**src/rtl/token_frontend.sv**
```systemverilog
// token_frontend: parses an ASCII adjacency-list byte stream into fixed-width
// node-name tokens, buffers them in a small FIFO and presents them downstream
// on a ready/valid interface together with per-token flags and counters.
module token_frontend #(
    parameter int unsigned               NAME_LEN   = 3,
    parameter int unsigned               DEPTH      = 8,
    parameter logic [5*NAME_LEN-1:0]     START_NAME = {5'd24, 5'd14, 5'd20},
    parameter logic [5*NAME_LEN-1:0]     END_NAME   = {5'd14, 5'd20, 5'd19},
    parameter int unsigned               CNT_W      = 16
) (
    input  logic                   clk,
    input  logic                   rst,
    input  logic                   i_vld,
    input  logic [7:0]             i_char,
    output logic                   o_stall,
    output logic                   o_tok_vld,
    input  logic                   i_tok_rdy,
    output logic [5*NAME_LEN-1:0]  o_tok_name,
    output logic                   o_tok_src,
    output logic                   o_tok_eol,
    output logic                   o_tok_start,
    output logic                   o_tok_end,
    output logic                   o_tok_last,
    output logic                   o_error,
    output logic [CNT_W-1:0]       o_line_cnt,
    output logic [CNT_W-1:0]       o_tok_cnt
);

    localparam int unsigned NW  = 5 * NAME_LEN;
    localparam int unsigned EW  = NW + 5;
    localparam int unsigned AW  = (DEPTH > 1) ? $clog2(DEPTH) : 1;
    localparam int unsigned CW  = AW + 1;
    localparam int unsigned LCW = $clog2(NAME_LEN + 1);

    localparam logic [7:0] CH_NL    = 8'h0a;
    localparam logic [7:0] CH_CR    = 8'h0d;
    localparam logic [7:0] CH_SPACE = 8'h20;
    localparam logic [7:0] CH_COLON = 8'h3a;
    localparam logic [7:0] CH_A     = 8'h61;
    localparam logic [7:0] CH_Z     = 8'h7a;

    typedef enum logic [2:0] {
        S_LSTART,
        S_NAME,
        S_COLON,
        S_GAP,
        S_DONE,
        S_ERR
    } state_t;

    state_t             state_q, state_d;
    logic [LCW-1:0]     len_q, len_d;
    logic [NW-1:0]      acc_q, acc_d;
    logic               first_q, first_d;
    logic               err_q;
    logic               vld_q;

    logic [EW-1:0]      mem [DEPTH];
    logic [AW-1:0]      wr_ptr_q, rd_ptr_q;
    logic [CW-1:0]      count_q, count_d;
    logic [CNT_W-1:0]   tok_cnt_q, line_cnt_q;

    logic               full_c;
    logic               accept_c;
    logic               pop_c;
    logic               push_c;
    logic [EW-1:0]      wdata_c;
    logic               tok_inc_c;
    logic               line_inc_c;
    logic               is_letter_c;
    logic [4:0]         letter_c;
    logic [EW-1:0]      head_c;

    // Character classification and handshake terms
    always_comb begin
        is_letter_c = (i_char >= CH_A) && (i_char <= CH_Z);
        letter_c    = 5'(i_char - CH_A);
        full_c      = (count_q == CW'(DEPTH));
        o_stall     = full_c && (state_q != S_DONE) && (state_q != S_ERR);
        accept_c    = i_vld && !o_stall;
        pop_c       = vld_q && i_tok_rdy;
    end

    // Parser next-state, accumulator update and FIFO write request
    always_comb begin
        state_d    = state_q;
        len_d      = len_q;
        acc_d      = acc_q;
        first_d    = first_q;
        push_c     = 1'b0;
        wdata_c    = '0;
        tok_inc_c  = 1'b0;
        line_inc_c = 1'b0;

        if (accept_c && (i_char != CH_CR)) begin
            unique case (state_q)
                S_LSTART: begin
                    if (is_letter_c) begin
                        state_d = S_NAME;
                        len_d   = LCW'(1);
                        acc_d   = NW'(letter_c);
                        first_d = 1'b1;
                    end else if (i_char == CH_NL) begin
                        push_c  = 1'b1;
                        wdata_c = EW'(1);
                        state_d = S_DONE;
                    end else begin
                        state_d = S_ERR;
                    end
                end
                S_NAME: begin
                    if (is_letter_c) begin
                        if (len_q < LCW'(NAME_LEN)) begin
                            len_d = len_q + LCW'(1);
                            acc_d = NW'({acc_q, letter_c});
                        end else begin
                            state_d = S_ERR;
                        end
                    end else if ((i_char == CH_COLON) || (i_char == CH_SPACE) ||
                                 (i_char == CH_NL)) begin
                        if (len_q != LCW'(NAME_LEN)) begin
                            state_d = S_ERR;
                        end else if ((i_char == CH_COLON) && !first_q) begin
                            state_d = S_ERR;
                        end else begin
                            push_c     = 1'b1;
                            tok_inc_c  = 1'b1;
                            line_inc_c = (i_char == CH_NL);
                            wdata_c    = {acc_q,
                                          (i_char == CH_COLON),
                                          (i_char == CH_NL),
                                          (acc_q == START_NAME),
                                          (acc_q == END_NAME),
                                          1'b0};
                            if (i_char == CH_COLON) begin
                                state_d = S_COLON;
                            end else if (i_char == CH_SPACE) begin
                                state_d = S_GAP;
                            end else begin
                                state_d = S_LSTART;
                            end
                        end
                    end else begin
                        state_d = S_ERR;
                    end
                end
                S_COLON: begin
                    state_d = (i_char == CH_SPACE) ? S_GAP : S_ERR;
                end
                S_GAP: begin
                    if (is_letter_c) begin
                        state_d = S_NAME;
                        len_d   = LCW'(1);
                        acc_d   = NW'(letter_c);
                        first_d = 1'b0;
                    end else begin
                        state_d = S_ERR;
                    end
                end
                default: begin
                    state_d = state_q;
                end
            endcase
        end
    end

    // Parser state register
    always_ff @(posedge clk) begin
        if (!rst) begin
            state_q <= S_LSTART;
        end else begin
            state_q <= state_d;
        end
    end

    // Name accumulator, letter count, first-token flag and sticky error
    always_ff @(posedge clk) begin
        if (!rst) begin
            len_q   <= '0;
            acc_q   <= '0;
            first_q <= 1'b0;
            err_q   <= 1'b0;
        end else begin
            len_q   <= len_d;
            acc_q   <= acc_d;
            first_q <= first_d;
            err_q   <= (state_d == S_ERR);
        end
    end

    // Next FIFO occupancy
    always_comb begin
        count_d = count_q;
        if (push_c && !pop_c) begin
            count_d = count_q + CW'(1);
        end else if (pop_c && !push_c) begin
            count_d = count_q - CW'(1);
        end
    end

    // FIFO pointers, occupancy and registered valid
    always_ff @(posedge clk) begin
        if (!rst) begin
            wr_ptr_q <= '0;
            rd_ptr_q <= '0;
            count_q  <= '0;
            vld_q    <= 1'b0;
        end else begin
            if (push_c) begin
                wr_ptr_q <= wr_ptr_q + AW'(1);
            end
            if (pop_c) begin
                rd_ptr_q <= rd_ptr_q + AW'(1);
            end
            count_q <= count_d;
            vld_q   <= (count_d != '0);
        end
    end

    // FIFO storage; entries are only observed through the occupancy-gated head
    always_ff @(posedge clk) begin
        if (push_c) begin
            mem[wr_ptr_q] <= wdata_c;
        end
    end

    // Line and token counters, free-running modulo 2^CNT_W
    always_ff @(posedge clk) begin
        if (!rst) begin
            tok_cnt_q  <= '0;
            line_cnt_q <= '0;
        end else begin
            tok_cnt_q  <= tok_cnt_q + CNT_W'(tok_inc_c);
            line_cnt_q <= line_cnt_q + CNT_W'(line_inc_c);
        end
    end

    // Head entry unpacked onto the token outputs, zero when empty
    always_comb begin
        head_c      = vld_q ? mem[rd_ptr_q] : '0;
        o_tok_vld   = vld_q;
        o_tok_name  = head_c[EW-1:5];
        o_tok_src   = head_c[4];
        o_tok_eol   = head_c[3];
        o_tok_start = head_c[2];
        o_tok_end   = head_c[1];
        o_tok_last  = head_c[0];
        o_error     = err_q;
        o_tok_cnt   = tok_cnt_q;
        o_line_cnt  = line_cnt_q;
    end

endmodule
```
**config.mk**
```make
export PLATFORM = sky130hd
export DESIGN_NAME = token_frontend
export DESIGN_NICKNAME = d
export VERILOG_FILES = /design/src/rtl/token_frontend.sv
export SDC_FILE = /design/constraint.sdc
export NUM_CORES = 1
export LEC_CHECK = 0
export CAP_MARGIN = 20
export CELL_PAD_IN_SITES_DETAIL_PLACEMENT = 0
export CELL_PAD_IN_SITES_GLOBAL_PLACEMENT = 1
export CORE_ASPECT_RATIO = 1.4
export CORE_MARGIN = 3
export CORE_UTILIZATION = 53
export DETAILED_ROUTE_END_ITERATION = 8
export GPL_ROUTABILITY_DRIVEN = 0
export PLACE_DENSITY = 0.85
export SLEW_MARGIN = 20
export SYNTH_ARGS = -nofsm -noshare
export SYNTH_HDL_FRONTEND = slang
export SYNTH_SLANG_ARGS = --single-unit
```
**constraint.sdc**
```tcl
create_clock -name clk -period 11.1 [get_ports clk]
set_clock_uncertainty 0.2 [all_clocks]
set_input_delay 2.22 -clock clk [delete_from_list [all_inputs] [get_ports clk]]
set_output_delay 2.22 -clock clk [all_outputs]
set_load 0.05 [all_outputs]
```
==> results of run 1 <==
-- cell type report --
class                   count  area (sq um)  share of cell area [%]
flip-flops and latches    228          6170                    54.9
multi-input cells         389          3290                    29.3
repair buffers             79           758                    6.75
clock buffers              28           604                    5.38
well taps                 236           295                    2.63
clock inverters            12          87.6                   0.779
inverters                   9          33.8                   0.301
-- power breakdown --
group / switching [mW] / internal [mW] / total, mW / leakage [nW]
Sequential: 0.0212 / 0.910 / 0.931 / 2.15
Combinational: 0.162 / 0.129 / 0.291 / 1.41
Clock: 0.302 / 0.410 / 0.712 / 0.344
Total: 0.485 / 1.45 / 1.93 / 3.91
-- state kept, by name, indices dropped and copies added (netlist names), named ones only --
signal	count
o_error	1
len_q	2
wr_ptr_q	3
rd_ptr_q	3
mem	160
o_tok_cnt	16
acc_q	15
o_line_cnt	16
state_q	3
first_q	1
o_tok_vld	1
count_q	4
-- final timing paths --
| check | slack (ps) | endpoint | cells past startpoint |
|---|---|---|---|
| max reg2reg | 7520 | mem[7][11]$_DFFE_PP_ | 9 |
| min | 260 | len_q[1]$_SDFFE_PN0P_ | 2 |
| min reg2reg | 260 | len_q[1]$_SDFFE_PN0P_ | 2 |
| max | 5550 | mem[7][11]$_DFFE_PP_ | 7 |
-- critical path, stage by stage --
cell	delay, ps
sky130_fd_sc_hd__clkdlybuf4s50_1	580
sky130_fd_sc_hd__nor3b_1	320
sky130_fd_sc_hd__nand4b_2	300
sky130_fd_sc_hd__nor3_1	810
sky130_fd_sc_hd__o21ai_0	360
sky130_fd_sc_hd__nor2_1	590
sky130_fd_sc_hd__buf_4	370
-- metrics by stage --
step	cell area [sq um]	worst slack, ps
final	11200	5550
after global routing	11200	5210
after CTS	11200	5550
after detailed placement	10500	5060
after global placement	10500	5220
after floorplan	9610	5130
-- cell usage after synthesis (4+ instances only) --
cell type	number	area, sq um
sky130_fd_sc_hd__edfxtp_1	160	4800
sky130_fd_sc_hd__dfxtp_1	68	1360
sky130_fd_sc_hd__nand2_1	42	158
sky130_fd_sc_hd__and2_1	40	250
sky130_fd_sc_hd__mux4_2	40	901
sky130_fd_sc_hd__nand3_1	29	145
sky130_fd_sc_hd__xnor2_1	28	245
sky130_fd_sc_hd__nor2b_1	27	169
sky130_fd_sc_hd__clkbuf_1	24	90.1
sky130_fd_sc_hd__mux2i_1	21	210
sky130_fd_sc_hd__and3_1	20	125
sky130_fd_sc_hd__nor2_1	17	63.8
sky130_fd_sc_hd__o21ai_0	13	65.1
sky130_fd_sc_hd__a21boi_0	12	90.1
sky130_fd_sc_hd__ha_1	12	150
sky130_fd_sc_hd__nor3_1	11	55.1
sky130_fd_sc_hd__inv_1	9	33.8
sky130_fd_sc_hd__nand4_1	8	50.1
sky130_fd_sc_hd__or3_1	7	43.8
sky130_fd_sc_hd__o211a_1	6	60.1
sky130_fd_sc_hd__a21boi_1	5	37.5
sky130_fd_sc_hd__buf_2	5	25.0
sky130_fd_sc_hd__nand2b_1	5	31.3
sky130_fd_sc_hd__xor2_1	4	35.0
-- layer usage --
layer / wire [um] / up-vias / track usage [%]
met2: 10300 / 137 / 36.7
met3: 850 / 27 / 2.83
met5: 0 / - / 0
li1: - / 2616 / -
met1: 7400 / 2756 / 23.1
met4: 335 / 0 / 5.42
-- cells by family (layout without fill, tap and decap cells) --
logic type,Yosys count,after routing,synth area share (%)
AOI/OAI and AO/OA,56,56,4.52
and+or+nand+nor,227,227,13.5
adders and majority gates,12,12,1.56
muxes,62,62,11.7
DFF,228,228,64.2
xor gates and xnor gates,32,32,2.92
buffers and inverters,41,128,1.67
==> results_dict.tcl, run 1 <==
set metrics [dict create \
    postSynthRegisterBits 228 \
    syn_area_per_cell_sq_um 14.6 \
    drt.antenna.violating_nets 0 \
    number_of_enable_type_register_cells_in_the_synthesized_netlist 160 \
    most_common_cell_after_layout_fill_and_taps_aside "sky130_fd_sc_hd__edfxtp_1" \
    period_share_pct 50.0 \
    number_of_placed_i_o_pins 67 \
    chipWidth_um 120 \
    asyncSetResetFlopFracSynth_pct 0 \
    post_route_utilization_pct 64.1 \
    leakage_power_of_the_design_nw 3.91 \
    cts.sink_count 228 \
    groute.usage.overall_pct 19.4 \
    die-height_um 165 \
    grt_pass1_wl_um 30400 \
    vias 5536 \
    run_status "completed" \
    number_of_buffers_inserted_to_repair_setup_after_cts 0 \
    first_global_vias 5823 \
    placedCellCount 941 \
    maximum_number_of_pins_on_one_net_before_global_route_repair 53 \
    dr.first_iter.drc_count 321 \
    ys_warn_count 0 \
    cts-root-buf "sky130_fd_sc_hd__clkbuf_16" \
    crit_path_max_fanout 14 \
    max-vdd-ir-drop_uv 101 \
    rr_startpoint "count_q[0]$_SDFF_PN0_" \
    globalRouteOverflowTotal 0 \
    floorplan.initialDensity_pct 54.8 \
    cts-htree-levels 1 \
    die_area_sq_um 19800 \
    cellPowerDensity_nw_per_um2 172 \
    cts.clk_slew.worst_paths_ps 60 \
    hold_path_class "reg -> reg" \
    initial_antenna_violation_count 0 \
    grt_setup_unrepaired "no" \
    fillers 1307 \
    cts-root-to-sink-buffers 3 \
    timing.slew.headroom_pct 22.8 \
    worst-slew-pin-transition_ps 1150 \
    layout-drive-gt1-share_pct 13.2 \
    clk-insertion-delay-late_ps 500 \
    rows 57 \
    post_cts.resized_instances 0 \
    crit_path_end_kind "flop" \
    crit_required_ps 11080 \
    worst-endpoint-arrival_ps 5540 \
    synth_top_flop_cell "sky130_fd_sc_hd__edfxtp_1" \
    core_region_area_sq_um 17500 \
    setup.worst_path.start "i_char[3]" \
    tritoncts.num_buffers 22 \
    timing.hold.worst.start "len_q[1]$_SDFFE_PN0P_" \
    max_freq_mhz 180 \
    setup.worst_path.start_class "primary input" \
    drt_drc_violations_left 0 \
    hold_buffers 0 \
    detail_route.first_pass.iterations 4 \
    antenna_cells_inserted 0 \
    timing.setup.critical_path_class "in -> reg" \
    maxSlewViolCount 0 \
    via_per_inst 5.64 \
    final-setup-viol-count 0 \
    min_period_ps 5550 \
    average_wire_length_per_cell_after_detail_routing_um 19.3 \
    final_cells 981 \
    final-hold-violation-count 0 \
    whs_ps 256 \
    flow.area_growth_from_synthesis_pct 17.0 \
    layout.cells.most_common_list "sky130_fd_sc_hd__edfxtp_1, sky130_fd_sc_hd__dfxtp_1, sky130_fd_sc_hd__clkdlybuf4s50_1" \
    power.total_mw 1.93 \
    max_cap_viol_count 0 \
    dp_hpwl_um 12500 \
    mappedNetlistArea_sq_um 9610 \
    wl_um 18900 \
    synth-seq-area-share_pct 64.2 \
    post_synth_num_cell_types 56 \
    synthCells 658 \
    setup_tns_ps 0 \
    place.port_buffers 66 \
    num-nets-final 753 \
    syn-num-nets 682 \
    cts_tree "done" \
]
No activity file was read; power rests on OpenSTA's default activity.
==> run 2, diff against run 1 <==
--- a/config.mk
+++ b/config.mk
@@ -10,10 +10,10 @@
 export CELL_PAD_IN_SITES_GLOBAL_PLACEMENT = 1
 export CORE_ASPECT_RATIO = 1.4
 export CORE_MARGIN = 3
-export CORE_UTILIZATION = 53
+export CORE_UTILIZATION = 49
 export DETAILED_ROUTE_END_ITERATION = 8
 export GPL_ROUTABILITY_DRIVEN = 0
-export PLACE_DENSITY = 0.85
+export PLACE_DENSITY = 0.79
 export SLEW_MARGIN = 20
 export SYNTH_ARGS = -nofsm -noshare
 export SYNTH_HDL_FRONTEND = slang
==> constraint.sdc (replaced) <==
create_clock -name clk -period 5.16 [get_ports clk]
set_clock_uncertainty 0.2 [all_clocks]
set_input_delay 1.032 -clock clk [delete_from_list [all_inputs] [get_ports clk]]
set_output_delay 1.032 -clock clk [all_outputs]
set_load 0.05 [all_outputs]
==> run 2 against run 1 <==
Effect of this change: flip-flop and latch count stayed put; routed wire length is 0.33% lower; hold slack better by 25 ps; first-iteration DRC count is 21% higher; critical path depth is 2 lower; clock power is 120% higher; count of clock-buffer cells in the layout is 3 higher.
==> results_dict.tcl, run 2 (synthesized netlist as in run 1, its figures left out) <==
set metrics [dict create \
    run_status "completed" \
    max_cap_viol_count 0 \
    cts_tree "done" \
    via_per_inst 5.53 \
    die_area_sq_um 21400 \
    cellPowerDensity_nw_per_um2 372 \
    post_cts.resized_instances 0 \
    layout.cells.most_common_list "sky130_fd_sc_hd__edfxtp_1, sky130_fd_sc_hd__dfxtp_1, sky130_fd_sc_hd__clkdlybuf4s50_1" \
    dr.first_iter.drc_count 390 \
    worst-endpoint-arrival_ps 3120 \
    hold_path_class "reg -> reg" \
    cts-root-to-sink-buffers 3 \
    top_register_by_number_of_flip_flops "mem" \
    rows 60 \
    fillers 1495 \
    chipWidth_um 124 \
    layout-drive-gt1-share_pct 13.9 \
    detail_route.first_pass.iterations 5 \
    average_wire_length_per_cell_after_detail_routing_um 18.9 \
    timing.slew.headroom_pct 42.2 \
    groute.usage.overall_pct 17.8 \
    max_ffs_per_register 160 \
    seqCellArea_sq_um 6170 \
    max_freq_mhz 230 \
    floorplan.initialDensity_pct 50.0 \
    leakage_power_of_the_design_nw 3.94 \
    min_period_ps 4350 \
    power.total_mw 4.21 \
    drt.antenna.violating_nets 0 \
    dp_hpwl_um 12200 \
    cts-root-buf "sky130_fd_sc_hd__clkbuf_16" \
    hold_buffers 0 \
    cts.clk_slew.worst_paths_ps 60 \
    placedCellCount 958 \
    crit_path_max_fanout 21 \
    most_common_cell_after_layout_fill_and_taps_aside "sky130_fd_sc_hd__edfxtp_1" \
    whs_ps 281 \
    cts-htree-levels 1 \
    grt_setup_unrepaired "no" \
    max-vdd-ir-drop_uv 204 \
    setup_tns_ps 0 \
    cts.sink_count 228 \
    tritoncts.num_buffers 22 \
    maxSlewViolCount 0 \
    crit_required_ps 3930 \
    first_global_vias 5684 \
    final_cells 997 \
    setup.worst_path.start_class "flop" \
    grt_pass1_wl_um 30700 \
    core_region_area_sq_um 19200 \
    clk-insertion-delay-late_ps 490 \
    maximum_number_of_pins_on_one_net_before_global_route_repair 45 \
    num-nets-final 758 \
    drt_drc_violations_left 0 \
    period_share_pct 84.3 \
    timing.setup.critical_path_class "reg -> out" \
    wl_um 18800 \
    multi_input_comb_area_sq_um 3290 \
    vias 5509 \
    die-height_um 172 \
    worst-slew-pin-transition_ps 866 \
    crit_path_end_kind "output port" \
    globalRouteOverflowTotal 0 \
    antenna_cells_inserted 0 \
    initial_antenna_violation_count 0 \
    final-hold-violation-count 0 \
    number_of_placed_i_o_pins 67 \
    number_of_buffers_inserted_to_repair_setup_after_cts 0 \
    place.port_buffers 66 \
    flow.area_growth_from_synthesis_pct 17.9 \
    final-setup-viol-count 0 \
]
==> run 2: cell types whose count changed in the layout (fill, tap and decap cells not counted), sizes merged <==
cell      previous run  this run
inv                 11         9
buf                 13        18
clkbuf              28        31
clkinv               9         5
clkinvlp             0         1
bufinv               1         2
==> run 2: critical path: stages (launching register included) <==
cell and delay, ps:
sky130_fd_sc_hd__dfxtp_2 850, sky130_fd_sc_hd__buf_12 280, sky130_fd_sc_hd__mux4_2 530, sky130_fd_sc_hd__mux2i_1 190
sky130_fd_sc_hd__nor2b_1 70, sky130_fd_sc_hd__clkdlybuf4s50_1 700
==> run 2: cell type report <==
type / count / area share [%]
Timing Repair Buffer: 84 / 7.13
Tap cell: 248 / 2.74
Inverter: 9 / 0.298
Multi-Input combinational cell: 389 / 29.1
Sequential cell: 228 / 54.4
Clock inverter: 8 / 0.828
Clock buffer: 31 / 5.52
==> run 2: worst paths after layout <==
check	cells after the start	to	startpoint	slack, ps
setup / recovery	5	o_tok_name[9]	flop	810
hold / removal	2	len_q[1]$_SDFFE_PN0P_	len_q[1]$_SDFFE_PN0P_	280
setup reg to reg	12	o_tok_cnt[14]$_SDFF_PN0_	count_q[0]$_SDFF_PN0_	1780
hold reg to reg	2	len_q[1]$_SDFFE_PN0P_	len_q[1]$_SDFFE_PN0P_	280
==> run 2: layer usage <==
| metal | track usage (%) | wire length [um] |
|---|---|---|
| met4 | 4.48 | 272 |
| met1 | 22.7 | 7950 |
| met3 | 2.27 | 696 |
| met2 | 32.5 | 9930 |
| met5 | 0 | 0 |
==> run 2: metrics by stage <==
step / util [%] / instance area [sq um] / worst slack [ps]
6_report: 59.0 / 11300 / 809
5_1_grt: 59.0 / 11300 / 591
4_1_cts: 59.0 / 11300 / 697
3_5_place_dp: 55.2 / 10600 / 521
3_3_place_gp: 55.2 / 10600 / 611
2_1_floorplan: - / 9610 / 376
==> run 2: power by group <==
part	switching [mW]	internal (mW)	leakage (nW)	total (mW)
logic	0.323	0.283	1.44	0.607
registers	0.0740	1.96	2.15	2.03
clock network	0.630	0.946	0.353	1.58
total	1.03	3.19	3.94	4.21
==> run 3, diff against run 2 <==
--- a/config.mk
+++ b/config.mk
@@ -10,10 +10,10 @@
 export CELL_PAD_IN_SITES_GLOBAL_PLACEMENT = 1
 export CORE_ASPECT_RATIO = 1.4
 export CORE_MARGIN = 3
-export CORE_UTILIZATION = 49
+export CORE_UTILIZATION = 44
 export DETAILED_ROUTE_END_ITERATION = 8
 export GPL_ROUTABILITY_DRIVEN = 0
-export PLACE_DENSITY = 0.79
+export PLACE_DENSITY = 0.75
 export SLEW_MARGIN = 20
 export SYNTH_ARGS = -nofsm -noshare
 export SYNTH_HDL_FRONTEND = slang
==> constraint.sdc (replaced) <==
create_clock -name clk -period 3.9 [get_ports clk]
set_clock_uncertainty 0.2 [all_clocks]
set_input_delay 0.78 -clock clk [delete_from_list [all_inputs] [get_ports clk]]
set_output_delay 0.78 -clock clk [all_outputs]
set_load 0.05 [all_outputs]
==> run 3 against run 2 <==
Effect of this change: routed wire length grew 2.3%; sequential share of layout area decreased by 1.3 points; first-iteration DRC count is 22% lower; sequential power up 30%; non-clock buffer count up 27; clock power rose by 25%; via count rose by 1.6%; combinational power is 41% higher; flip-flop and latch count unchanged; die area up 11%; final cell count increased by 7.2%.
==> results_dict.tcl, run 3 (synthesized netlist as in run 1, its figures left out) <==
set metrics [dict create \
    cts-root-to-sink-buffers 3 \
    layout.cells.most_common_list "sky130_fd_sc_hd__edfxtp_1, sky130_fd_sc_hd__dfxtp_1, sky130_fd_sc_hd__buf_4" \
    maximum_number_of_pins_on_one_net_before_global_route_repair 44 \
    timing.setup.critical_path_class "in -> reg" \
    sw_frac_of_total_pct 25.6 \
    flow.area_growth_from_synthesis_pct 20.8 \
    grt_pass1_wl_um 31900 \
    groute.usage.overall_pct 16.8 \
    max-vdd-ir-drop_uv 261 \
    period_share_pct 88.8 \
    wl_um 19300 \
    detail_route.first_pass.iterations 6 \
    final-hold-violation-count 0 \
    drt.antenna.violating_nets 0 \
    crit_required_ps 3900 \
    crit_path_end_kind "flop" \
    hold_path_class "reg -> reg" \
    timing.slew.headroom_pct 55.2 \
    average_wire_length_per_cell_after_detail_routing_um 18.0 \
    timing.final.ws_setup_ps 436 \
    fillers 1745 \
    cts-htree-levels 1 \
    pre_cts_ws_ps -57.7 \
    clk-insertion-delay-late_ps 490 \
    min_period_ps 3460 \
    core_region_area_sq_um 21400 \
    seq_power_share_pct 48.2 \
    number_of_buffers_inserted_to_repair_setup_after_cts 0 \
    via_per_inst 5.24 \
    drt_drc_violations_left 0 \
    power.total_mw 5.47 \
    die-height_um 181 \
    top_register_by_number_of_flip_flops "mem" \
    seqCellArea_sq_um 6170 \
    grt_setup_unrepaired "no" \
    globalRouteOverflowTotal 0 \
    cellPowerDensity_nw_per_um2 471 \
    cts_tree "done" \
    floorplan.initialDensity_pct 45.0 \
    comb_power_share_pct 15.6 \
    post_route_utilization_pct 54.3 \
    dp_hpwl_um 12900 \
    die_area_sq_um 23700 \
    rows 63 \
    max_cap_viol_count 0 \
    chipWidth_um 131 \
    most_common_cell_after_layout_fill_and_taps_aside "sky130_fd_sc_hd__edfxtp_1" \
    cts.sink_count 228 \
    tritoncts.num_buffers 22 \
    run_status "completed" \
    final-setup-viol-count 0 \
    multi_input_comb_area_sq_um 3290 \
    initial_antenna_violation_count 0 \
    max_ffs_per_register 160 \
    antenna_cells_inserted 0 \
    number_of_placed_i_o_pins 67 \
    setup.worst_path.start_class "primary input" \
    layout-drive-gt1-share_pct 19.6 \
    power.switching_mw 1.40 \
    timing.hold.worst.start "len_q[1]$_SDFFE_PN0P_" \
    clk_network_pwr_share_pct 36.2 \
    place.port_buffers 66 \
    worst-slew-pin-transition_ps 666 \
    post_cts.resized_instances 0 \
    maxSlewViolCount 0 \
    setup.worst_path.start "i_char[1]" \
    vias 5598 \
    rr_startpoint "count_q[1]$_SDFF_PN0_" \
    hold_buffers 0 \
    num-nets-final 785 \
    first_global_vias 6066 \
    cts-root-buf "sky130_fd_sc_hd__clkbuf_16" \
    power.internal_mw 4.07 \
    dr.first_iter.drc_count 306 \
    max_freq_mhz 289 \
    crit_path_max_fanout 20 \
    leakage_power_of_the_design_nw 4.09 \
    cts.clk_slew.worst_paths_ps 60 \
    worst-endpoint-arrival_ps 3460 \
]
-- run 3: worst max-delay path, stage by stage --
cell,delay (ps)
sky130_fd_sc_hd__clkdlybuf4s50_1,430
sky130_fd_sc_hd__inv_1,90
sky130_fd_sc_hd__ha_1,180
sky130_fd_sc_hd__or4b_4,470
sky130_fd_sc_hd__a21o_1,200
sky130_fd_sc_hd__and2_1,200
sky130_fd_sc_hd__nor3_2,160
sky130_fd_sc_hd__buf_4,160
sky130_fd_sc_hd__nor2_1,50
sky130_fd_sc_hd__or2_2,330
sky130_fd_sc_hd__nor2_1,210
sky130_fd_sc_hd__buf_12,200
-- run 3: power by group through the flow --
| stage | combinational [mW] | clock [mW] | sequential [mW] |
|---|---|---|---|
| floorplan | 0.626 | 0 | 2.69 |
| global placement | 0.860 | 0 | 2.69 |
| detailed placement | 0.869 | 0 | 2.69 |
| CTS | 0.873 | 2.03 | 2.64 |
| global route | 0.918 | 2.14 | 2.64 |
| finish | 0.854 | 1.98 | 2.63 |
-- run 3: per-stage QoR --
| step | hold WS [ps] | instance area (sq um) | TNS, ps | cells |
|---|---|---|---|---|
| 3_3_place_gp | 244 | 10900 | -144 | 1029 |
| 4_1_cts | 271 | 11600 | 0 | 1069 |
| 5_1_grt | 284 | 11600 | 0 | 1069 |
| 2_1_floorplan | 234 | 9620 | -5720 | 658 |
| 6_report | 270 | 11600 | 0 | 1069 |
| 3_5_place_dp | 261 | 10900 | -4190 | 1029 |
-- run 3: final cells by class --
type	instances	share of cell area, %
repair buffers	111	9.14
inverters	9	0.291
well taps	292	3.15
clock inverters	10	0.636
clock buffers	30	5.27
multi-input cells	389	28.4
flip-flops and latches	228	53.1
-- run 3: final timing paths --
check,to,slack [ps],cells after the start
max,mem[2][16]$_DFFE_PP_,440,12
min,len_q[1]$_SDFFE_PN0P_,270,2
max reg2reg,mem[7][16]$_DFFE_PP_,790,10
min reg2reg,len_q[1]$_SDFFE_PN0P_,270,2
-- run 3: layer usage --
metal / track usage (%) / share of wire [%] / up-vias
met1: 20.7 / 40 / 2775
met5: 0 / 0 / -
met4: 4.45 / 2.3 / 0
met3: 2.78 / 3.8 / 29
met2: 30.4 / 54 / 112
li1: - / - / 2682
